--- config.mk ---
export PLATFORM = sky130hd
export DESIGN_NAME = mram_serial_host
export DESIGN_NICKNAME = d
export VERILOG_FILES = /design/src/rtl/mram_host_pkg.sv /design/src/rtl/mram_host_shifter.sv /design/src/rtl/mram_serial_host.sv
export SDC_FILE = /design/constraint.sdc
export NUM_CORES = 1
export LEC_CHECK = 0
export ABC_AREA = 1
export BUFFER_PORTS_ARGS = -buffer_cell sky130_fd_sc_hd__buf_2
export CAP_MARGIN = 25
export CORE_MARGIN = 8
export CORE_UTILIZATION = 56
export DETAILED_ROUTE_END_ITERATION = 10
export GPL_TIMING_DRIVEN = 0
export PLACE_DENSITY = 0.77
export SLEW_MARGIN = 20
export SYNTH_ARGS = -nofsm -noshare
export SYNTH_HDL_FRONTEND = slang
export SYNTH_HIERARCHICAL = 1
export SYNTH_SLANG_ARGS = --single-unit
--- constraint.sdc ---
create_clock -name clk -period 2.11 [get_ports clk]
set_input_delay 0.633 -clock clk [delete_from_list [all_inputs] [get_ports clk]]
set_output_delay 0.633 -clock clk [all_outputs]
set_load 0.005 [all_outputs]
--- src/rtl/mram_host_pkg.sv ---
// Shared op codes, FSM encoding and default widths for the MRAM serial host.
package mram_host_pkg;

  localparam int unsigned ADDR_W_DEF        = 20;
  localparam int unsigned DATA_W_DEF        = 16;
  localparam int unsigned ACCESS_CYCLES_DEF = 4;
  localparam int unsigned TURN_CYCLES_DEF   = 1;
  localparam int unsigned OP_W              = 3;

  localparam logic [OP_W-1:0] OP_IDLE  = 3'b000;
  localparam logic [OP_W-1:0] OP_WR    = 3'b001;
  localparam logic [OP_W-1:0] OP_RD    = 3'b010;
  localparam logic [OP_W-1:0] OP_RD_LO = 3'b011;
  localparam logic [OP_W-1:0] OP_RD_HI = 3'b100;

  typedef enum logic [2:0] {
    ST_IDLE,
    ST_SHIFT,
    ST_ACCESS,
    ST_TURN,
    ST_CAPTURE,
    ST_RESP
  } state_e;

  function automatic logic op_legal(input logic [OP_W-1:0] op);
    return (op == OP_WR) || (op == OP_RD) || (op == OP_RD_LO) || (op == OP_RD_HI);
  endfunction

endpackage

--- src/rtl/mram_host_shifter.sv ---
// Multi-lane MSB-first shift register: parallel load, shift-out and shift-in.
module mram_host_shifter #(
  parameter int unsigned W     = 16,
  parameter int unsigned LANES = 1
) (
  input  logic                      clk,
  input  logic                      rst,
  input  logic                      ld,
  input  logic                      shift_en,
  input  logic [LANES-1:0][W-1:0]   par_in,
  input  logic [LANES-1:0]          ser_in,
  output logic [LANES-1:0][W-1:0]   par_out,
  output logic [LANES-1:0]          ser_out
);

  logic [LANES-1:0][W-1:0] nxt;

  // Load wins over shift; each lane shifts toward its MSB.
  always_comb begin
    nxt = par_out;
    if (ld) begin
      nxt = par_in;
    end else if (shift_en) begin
      for (int l = 0; l < int'(LANES); l++) begin
        nxt[l] = {par_out[l][W-2:0], ser_in[l]};
      end
    end
  end

  always_comb begin
    ser_out = '0;
    for (int l = 0; l < int'(LANES); l++) begin
      ser_out[l] = par_out[l][W-1];
    end
  end

  always_ff @(posedge clk or negedge rst) begin
    if (!rst) par_out <= '0;
    else      par_out <= nxt;
  end

endmodule

--- src/rtl/mram_serial_host.sv ---
// Serial-link master for the MRAM bridge: parallel command in, fixed-timing serial transaction out.
// Optional transfer counters are built when MRAM_HOST_PERF_EN is defined.
module mram_serial_host
  import mram_host_pkg::*;
#(
  parameter int unsigned ADDR_W        = ADDR_W_DEF,
  parameter int unsigned DATA_W        = DATA_W_DEF,
  parameter int unsigned ACCESS_CYCLES = ACCESS_CYCLES_DEF,
  parameter int unsigned TURN_CYCLES   = TURN_CYCLES_DEF
) (
  input  logic              clk,
  input  logic              rst,
  input  logic              cmd_valid,
  output logic              cmd_ready,
  input  logic [OP_W-1:0]   cmd_op,
  input  logic [ADDR_W-1:0] cmd_addr,
  input  logic [DATA_W-1:0] cmd_wdata,
  output logic              ser_data_o,
  output logic              ser_addr_o,
  output logic [OP_W-1:0]   rw_sel_o,
  input  logic              ser_data_i,
  output logic              rsp_valid,
  input  logic              rsp_ready,
  output logic [DATA_W-1:0] rsp_rdata,
  output logic              wr_done,
  output logic              busy
`ifdef MRAM_HOST_PERF_EN
  ,
  output logic [15:0]       wr_count,
  output logic [15:0]       rd_count
`endif
);

  localparam int unsigned MAX_AD  = (ADDR_W > DATA_W) ? ADDR_W : DATA_W;
  localparam int unsigned MAX_AT  = (ACCESS_CYCLES > TURN_CYCLES) ? ACCESS_CYCLES : TURN_CYCLES;
  localparam int unsigned MAX_CYC = (MAX_AD > MAX_AT) ? MAX_AD : MAX_AT;
  localparam int unsigned CNT_W   = $clog2(MAX_CYC + 1);

  state_e            state_q, state_d;
  logic [CNT_W-1:0]  cnt_q, cnt_d;
  logic [OP_W-1:0]   op_q, op_d;
  logic              cmd_ready_d, busy_d, wr_done_d, rsp_valid_d;
  logic [OP_W-1:0]   rw_sel_d;
  logic              out_ld, out_sh, cap_ld, cap_sh, cap_bit;

  logic [1:0][ADDR_W-1:0] out_load, unused_out_par;
  logic [1:0]             out_ser;
  logic [0:0][DATA_W-1:0] cap_q;
  logic [0:0]             unused_cap_ser;

  // Lane 1 carries the address, lane 0 the zero-padded write data.
  assign out_load[1] = cmd_addr;
  assign out_load[0] = ADDR_W'((cmd_op == OP_WR) ? cmd_wdata : DATA_W'(0));
  assign ser_addr_o  = out_ser[1];
  assign ser_data_o  = out_ser[0];
  assign rsp_rdata   = cap_q[0];

  mram_host_shifter #(.W(ADDR_W), .LANES(2)) u_out_shift (
    .clk      (clk),
    .rst      (rst),
    .ld       (out_ld),
    .shift_en (out_sh),
    .par_in   (out_load),
    .ser_in   (2'b00),
    .par_out  (unused_out_par),
    .ser_out  (out_ser)
  );

  mram_host_shifter #(.W(DATA_W), .LANES(1)) u_cap_shift (
    .clk      (clk),
    .rst      (rst),
    .ld       (cap_ld),
    .shift_en (cap_sh),
    .par_in   ('0),
    .ser_in   (cap_bit),
    .par_out  (cap_q),
    .ser_out  (unused_cap_ser)
  );

  always_ff @(posedge clk or negedge rst) begin
    if (!rst) begin
      state_q   <= ST_IDLE;
      cnt_q     <= '0;
      op_q      <= OP_IDLE;
      cmd_ready <= 1'b1;
      busy      <= 1'b0;
      rw_sel_o  <= OP_IDLE;
      wr_done   <= 1'b0;
      rsp_valid <= 1'b0;
    end else begin
      state_q   <= state_d;
      cnt_q     <= cnt_d;
      op_q      <= op_d;
      cmd_ready <= cmd_ready_d;
      busy      <= busy_d;
      rw_sel_o  <= rw_sel_d;
      wr_done   <= wr_done_d;
      rsp_valid <= rsp_valid_d;
    end
  end

  // Next state plus the next value of every registered output.
  always_comb begin
    state_d   = state_q;
    cnt_d     = cnt_q;
    op_d      = op_q;
    out_ld    = 1'b0;
    out_sh    = 1'b0;
    cap_ld    = 1'b0;
    cap_sh    = 1'b0;
    cap_bit   = 1'b0;
    wr_done_d = 1'b0;
    case (state_q)
      ST_IDLE: begin
        // Illegal ops are accepted here but simply never leave IDLE.
        if (cmd_valid && cmd_ready && op_legal(cmd_op)) begin
          op_d    = cmd_op;
          out_ld  = 1'b1;
          cap_ld  = 1'b1;
          cnt_d   = '0;
          state_d = ST_SHIFT;
        end
      end
      ST_SHIFT: begin
        out_sh = 1'b1;
        if (cnt_q == CNT_W'(ADDR_W - 1)) begin
          cnt_d   = '0;
          state_d = ST_ACCESS;
        end else begin
          cnt_d = cnt_q + CNT_W'(1);
        end
      end
      ST_ACCESS: begin
        if (cnt_q == CNT_W'(ACCESS_CYCLES - 1)) begin
          cnt_d = '0;
          if (op_q == OP_WR) begin
            state_d   = ST_IDLE;
            wr_done_d = 1'b1;
          end else begin
            state_d = (TURN_CYCLES != 0) ? ST_TURN : ST_CAPTURE;
          end
        end else begin
          cnt_d = cnt_q + CNT_W'(1);
        end
      end
      ST_TURN: begin
        if (cnt_q == CNT_W'(TURN_CYCLES - 1)) begin
          cnt_d   = '0;
          state_d = ST_CAPTURE;
        end else begin
          cnt_d = cnt_q + CNT_W'(1);
        end
      end
      ST_CAPTURE: begin
        // Byte reads zero the unwanted half as it streams in.
        cap_sh = 1'b1;
        case (op_q)
          OP_RD_LO: cap_bit = ser_data_i & (cnt_q >= CNT_W'(DATA_W - 8));
          OP_RD_HI: cap_bit = ser_data_i & (cnt_q <  CNT_W'(DATA_W - 8));
          default:  cap_bit = ser_data_i;
        endcase
        if (cnt_q == CNT_W'(DATA_W - 1)) begin
          cnt_d   = '0;
          state_d = ST_RESP;
        end else begin
          cnt_d = cnt_q + CNT_W'(1);
        end
      end
      ST_RESP: begin
        if (rsp_ready) state_d = ST_IDLE;
      end
      default: state_d = ST_IDLE;
    endcase
    cmd_ready_d = (state_d == ST_IDLE);
    busy_d      = (state_d != ST_IDLE);
    rsp_valid_d = (state_d == ST_RESP);
    rw_sel_d    = (state_d == ST_ACCESS) ? op_q : OP_IDLE;
  end

`ifdef MRAM_HOST_PERF_EN
  // Completed-transfer counters, wrapping naturally at 16 bits.
  always_ff @(posedge clk or negedge rst) begin
    if (!rst) begin
      wr_count <= '0;
      rd_count <= '0;
    end else begin
      if (wr_done_d)              wr_count <= wr_count + 16'd1;
      if (rsp_valid && rsp_ready) rd_count <= rd_count + 16'd1;
    end
  end
`else
  // Transfer counters not built in this configuration.
`endif

endmodule

# == After elaboration in Yosys (flattened, before gate mapping) ==
# Index checks and enable logic that the tools add are counted.
# word_totals
reg_bits,74
wordCells,77
# classes
addsub,1
n_lt_le_gt_ge,2
eq_ne,18
muxes,29
bitwise_logic,2
n_reduce_logical,14
# ops
op,count
$mux W40,2
$mux W16,3
$mux W5,5
$pmux W5 S5,1
$mux W3,7
$eq A3 B2 Y1 const B,6
$pmux W3 S6,1
$eq A3 B3 Y1 const B,5
$eq A3 B1 Y1 const B,3
$mux W1,8
$logic_not A3 Y1,2
$add A5 B1 Y5 const B,1
$eq A5 B2 Y1 const B,1
$eq A5 B4 Y1 const B,1
$eq A5 B5 Y1 const B,1
$ge A5 B4 Y1 const B,1
$logic_not A5 Y1,1
$lt A5 B4 Y1 const B,1
$reduce_bool A5 Y1,1
$reduce_and A2 Y1,2
$reduce_bool A2 Y1,2
$logic_or A1 B1 Y1,3
$reduce_bool A3 Y1,1
$and A1 B1 Y1,2
other kinds (4),5

# == Depth between registers and ports, before layout ==
# depth
word_depth,9
ltp_mapped,11
depth_no_buf,11

# == By module ==
# Netlist, hierarchy kept.
# by_module_without_submodules
mod,instances,cells_each,area_per_inst_um2
mram_host_shifter at u_out_shift,1,222,1848.0
mram_serial_host,1,176,1189.9
mram_host_shifter at u_cap_shift,1,89,769.5

# == Worst setup path after synthesis ==
# OpenSTA, ideal clock, no wires.
# synth_path
path_kind,input-to-reg
from,input port cmd_op[2]
to,register u_cap_shift/par_out[3] (netlist name)
setup_ps,124
arrival_ps,1496
required_ps,1986
setup_slack_ps,490
path_stages,10
path_cell_list,inv_1 > o21ai_0 > nand2_1 > nand2_2 > inv_1 > buf_6 > inv_2 > buf_6 > nand3_1 > nand3_1
# synth_between
elab_chain_cells,8
word_cells_on_any_way,12
classes_between,4 x eq/ne; 3 x mux; 5 x reduce/logical
# synth_lines
element,line_no,rtl
start: declaration,mram_serial_host.sv:15,"input logic [OP_W-1:0] cmd_op,"
$eq A3 B1 Y1 or $eq A3 B2 Y1 (tied branches),mram_host_pkg.sv:26,return (op == OP_WR) || (op == OP_RD) || (op == OP_RD_LO) || (op == OP_RD_HI);
$logic_or A1 B1 Y1 (2 in series),mram_host_pkg.sv:26,
$logic_or A1 B1 Y1 (*),mram_host_pkg.sv:26,
$logic_and A1 B1 Y1 (*),mram_serial_host.sv:116,if (cmd_valid && cmd_ready && op_legal(cmd_op)) begin
$mux W1 (*),mram_serial_host.sv:116,
$mux W1 (*),mram_serial_host.sv:113,case (state_q)
net cap_ld,mram_serial_host.sv:44,"logic out_ld, out_sh, cap_ld, cap_sh, cap_bit;"
$mux W16 or $reduce_bool A2 Y1 (tied branches),--,
end signal: assignment,mram_host_shifter.sv:39,else par_out <= nxt;
end: declaration,mram_host_shifter.sv:12,"output logic [LANES-1:0][W-1:0] par_out,"
# Mark *: on every way through the listed nets, which the timed path passes. The rest lies on a longest branch.
# A chain may end at the register's enable or synchronous reset.

# == Worst setup path in the final report ==
# layout_path
from,register cnt_q[0]
to,register rw_sel_o[1]
# layout_between
elab_chain_cells,5
word_cells_on_any_way,11
classes_between,4 x eq/ne; 6 x mux; 1 x reduce/logical
# layout_lines
element,line_no,rtl
start: declaration,mram_serial_host.sv:40,"logic [CNT_W-1:0] cnt_q, cnt_d;"
start signal: assignment,mram_serial_host.sv:92,cnt_q <= cnt_d;
"$eq A5 B4 Y1, or another cell as far along",mram_serial_host.sv:162,if (cnt_q == CNT_W'(DATA_W - 1)) begin
"$mux W3, on equally long branches",--,
$pmux W3 S6 (*),mram_serial_host.sv:113,
$eq A3 B2 Y1 (*),mram_serial_host.sv:177,rw_sel_d = (state_d == ST_ACCESS) ? op_q : OP_IDLE;
$mux W3 (*),mram_serial_host.sv:177,
net rw_sel_d[1],mram_serial_host.sv:43,logic [OP_W-1:0] rw_sel_d;
end signal: assignment,mram_serial_host.sv:96,rw_sel_o <= rw_sel_d;
end: declaration,mram_serial_host.sv:20,"output logic [OP_W-1:0] rw_sel_o,"
# Marks and branches as above.

==> results by group <==
Place
  • Post-DP Area: 4360 µm²
  • DP HPWL: 6230 µm
  • PortBufs: 68
  • GPL Wtd Cong: 0.791
  • Pre-CTS WS: 0.165 ns

STA
  • Skew final: 0.00843 ns
  • RSZ-0062 raised after global routing: no
  • Post-route minimum period: 1.81 ns
  • Final period utilization: 0.859
  • Final Hold Vio Count: 0
  • Setup WS post-layout: 0.297 ns
  • Final setup viols: 0
  • F_max: 552 MHz
  • Pins over their slew limit: 0

Logic synthesis
  • Mapped Cells: 487
  • Most common cell in the netlist: nand2_1
  • Synthesized cell area: 3810 µm²
  • Seq/Total Area, Yosys: 0.487
  • Synth unique cells: 26
  • Post-synth EDFFs: 0
  • Async S/R FF share, synth: 1.00
  • Post-synth top cells: 143 x nand2_1, 133 x nand3_1, 73 x dfrtp_1
  • Yosys top cell area share: 0.480
  • Synth warnings: 6
  • Biggest area consumer among synthesized cells: dfrtp_1
  • Post-Syn Area per Cell: 7.82 µm²
  • FF+latch count, synth: 74
  • Synth top area cells: dfrtp_1 48%, nand3_1 17%, nand2_1 14%
  • Post-synth top flop: dfrtp_1

Die
  • Die height: 98.5 µm
  • Die X: 98.5 µm
  • Die Area: 9690 µm²
  • Core area: 6680 µm²
  • Site row count: 30
  • Starting Density: 0.570
  • IO Pins: 69

GRT
  • Layer with the highest usage: met2
  • GR Util All Layers: 0.185
  • Routing usage on met3: 0.0521
  • Remaining Overflow, GRT: 0
  • Largest net degree at the start of global routing: 53
  • Global-route wire length before repair: 15,000 µm
  • Met2 GRT Util: 0.302
  • Vias in the first global route: 3,358
  • Routing usage on met1: 0.231
  • Initial antenna violation count: 0

Clock network
  • Postcts setup bufs: 0
  • Clock Latency Late Sink: 0.34 ns
  • Cts hold-fix bufs: 0
  • CTS Buf Count: 9
  • Clock transition at path regs: 0.07 ns
  • Clock Root Buffer: clkbuf_8
  • # resized after CTS: 0
  • CTS H-tree lvls: 3
  • TritonCTS clock tree: done
  • CTS max path bufs: 2
  • CTS Sinks: 74

Worst setup path
  • Top cell by count, worst path: nand2_1
  • Slowest CP cell: dfrtp_1
  • Worst Setup Start Kind: flop
  • Worst-path cell chain: ha_1, nand2_1, nor2_1, ha_1, nand3_1, nand2_1, inv_1, nand2_1, nor2_4, nand2_2, nor2_2
  • Crit path max fanout: 5
  • Crit end category: flop
  • CP max stage delay: 0.41 ns
  • WP data required: 2.38 ns
  • WP data arrival: 2.08 ns
  • Reg2reg setup slack: 0.30 ns
  • Setup crit start: cnt_q[0]
  • WS Path Type: reg -> reg
  • R2R Path Start: cnt_q[0]

Final layout
  • Inserted Diodes: 0
  • Design Area, Final: 4580 µm²
  • Final nets: 636
  • Layout cells sized above 1: 0.229
  • Layout fillers: 552
  • Area grow syn2layout: 20.2%

Detailed routing
  • Starting DRT DRC Count: 129
  • Pre-Repair DR Iteration Count: 4
  • Antenna-violating nets left: 0
  • Via count: 3,403
  • WL final: 8500 µm
  • Via density: 5.06
  • Wire length per cell: 12.6 µm
  • DRC errors left: 0

Pwr
  • Lkg Pwr: 2.53 nW
  • Power Density: 1320 nW/µm²
  • Maximum VDD drop: 0.000660 V

Worst hold path
  • Hold Crit Class: in -> async

Run status
  • Status: complete, no violations

Run
  • Max Cap Viol: 0
metal layers:
| metal | share of wire | routed length [µm] |
|---|---|---|
| met3 | 0.068 | 574 |
| met2 | 0.48 | 4090 |
| met1 | 0.44 | 3750 |
| met5 | 0 | 0 |
| met4 | 0.0098 | 83 |
where the power goes:
group | internal [mW] | total (mW) | leakage [nW] | switching [mW]
clock network | 0.695 | 1.21 | 0.109 | 0.512
logic | 0.992 | 2.54 | 1.45 | 1.55
registers | 1.96 | 2.31 | 0.965 | 0.350
cells by family (layout without fill, tap and decap cells):
family | Yosys count | count (layout) | synth area share
and+or+nand+nor | 328 | 328 | 0.390
DFF | 74 | 74 | 0.487
buffers and inverters | 71 | 156 | 0.0950
AOI/OAI and AO/OA | 7 | 7 | 0.00920
adders and majority gates | 4 | 4 | 0.0131
xor gates and xnor gates | 2 | 2 | 0.00460
other | 1 | 22 | 0.000985
final cells by class:
| class | instances | area [µm²] | area share |
|---|---|---|---|
| sequential | 74 | 1850 | 0.405 |
| multi-input combinational | 363 | 1670 | 0.365 |
| timing repair buffer | 69 | 370 | 0.0809 |
| buffer | 28 | 200 | 0.0438 |
| inverter | 43 | 161 | 0.0353 |
| clock buffer | 11 | 141 | 0.0309 |
| tap | 80 | 100 | 0.0219 |
| clock inverter | 5 | 77.6 | 0.0170 |
worst max-delay path: cells and delay by family, from the launching register on:
family	cells	cell delay [ns]
and+or+nand+nor	8	0.76
buffers and inverters	1	0.06
DFF	1	0.41
adders and majority gates	2	0.51
cells in the final DEF (no fill, tap or decap), drive strengths merged:
cell and instances:
bufinv 2, nand4 2, conb 22, nand2 146, nand3 135, dfrtp 73
o21ai 7, buf 96, nor2 40, nor4 2, clkinv 2, dfstp 1
clkinvlp 1, xor2 2, nor3 3, inv 43, clkbuf 12, ha 4
through the flow:
step | utilization | std cells | hold WS, ns | power [mW] | TNS (ns)
final | 0.685 | 673 | 0.191 | 6.06 | 0
after global routing | 0.685 | 673 | 0.198 | 6.59 | 0
after CTS | 0.685 | 673 | 0.188 | 6.11 | 0
after detailed placement | 0.652 | 657 | 0.470 | 4.89 | 0
after global placement | 0.648 | 656 | 0.464 | 4.78 | -3.75
after floorplan | - | 508 | 0.337 | 4.13 | 0
final timing paths:
path,to,depth (start not counted)
setup / recovery,rw_sel_o[1],11
hold / removal,u_cap_shift/par_out[6],1
setup reg to reg,rw_sel_o[1],11
hold reg to reg,u_out_shift/par_out[38],2
max in group asynchronous,op_q[2],2
min in group clk,u_out_shift/par_out[38],2
flip-flops by register name (all words and copies together), names as in the netlist:
name	count
busy	1
u_cap_shift/par_out	16
rw_sel_o	3
state_q	3
wr_done	1
rsp_valid	1
cmd_ready	1
cnt_q	5
u_out_shift/par_out	40
op_q	3
No activity file was read; power rests on OpenSTA's default activity.
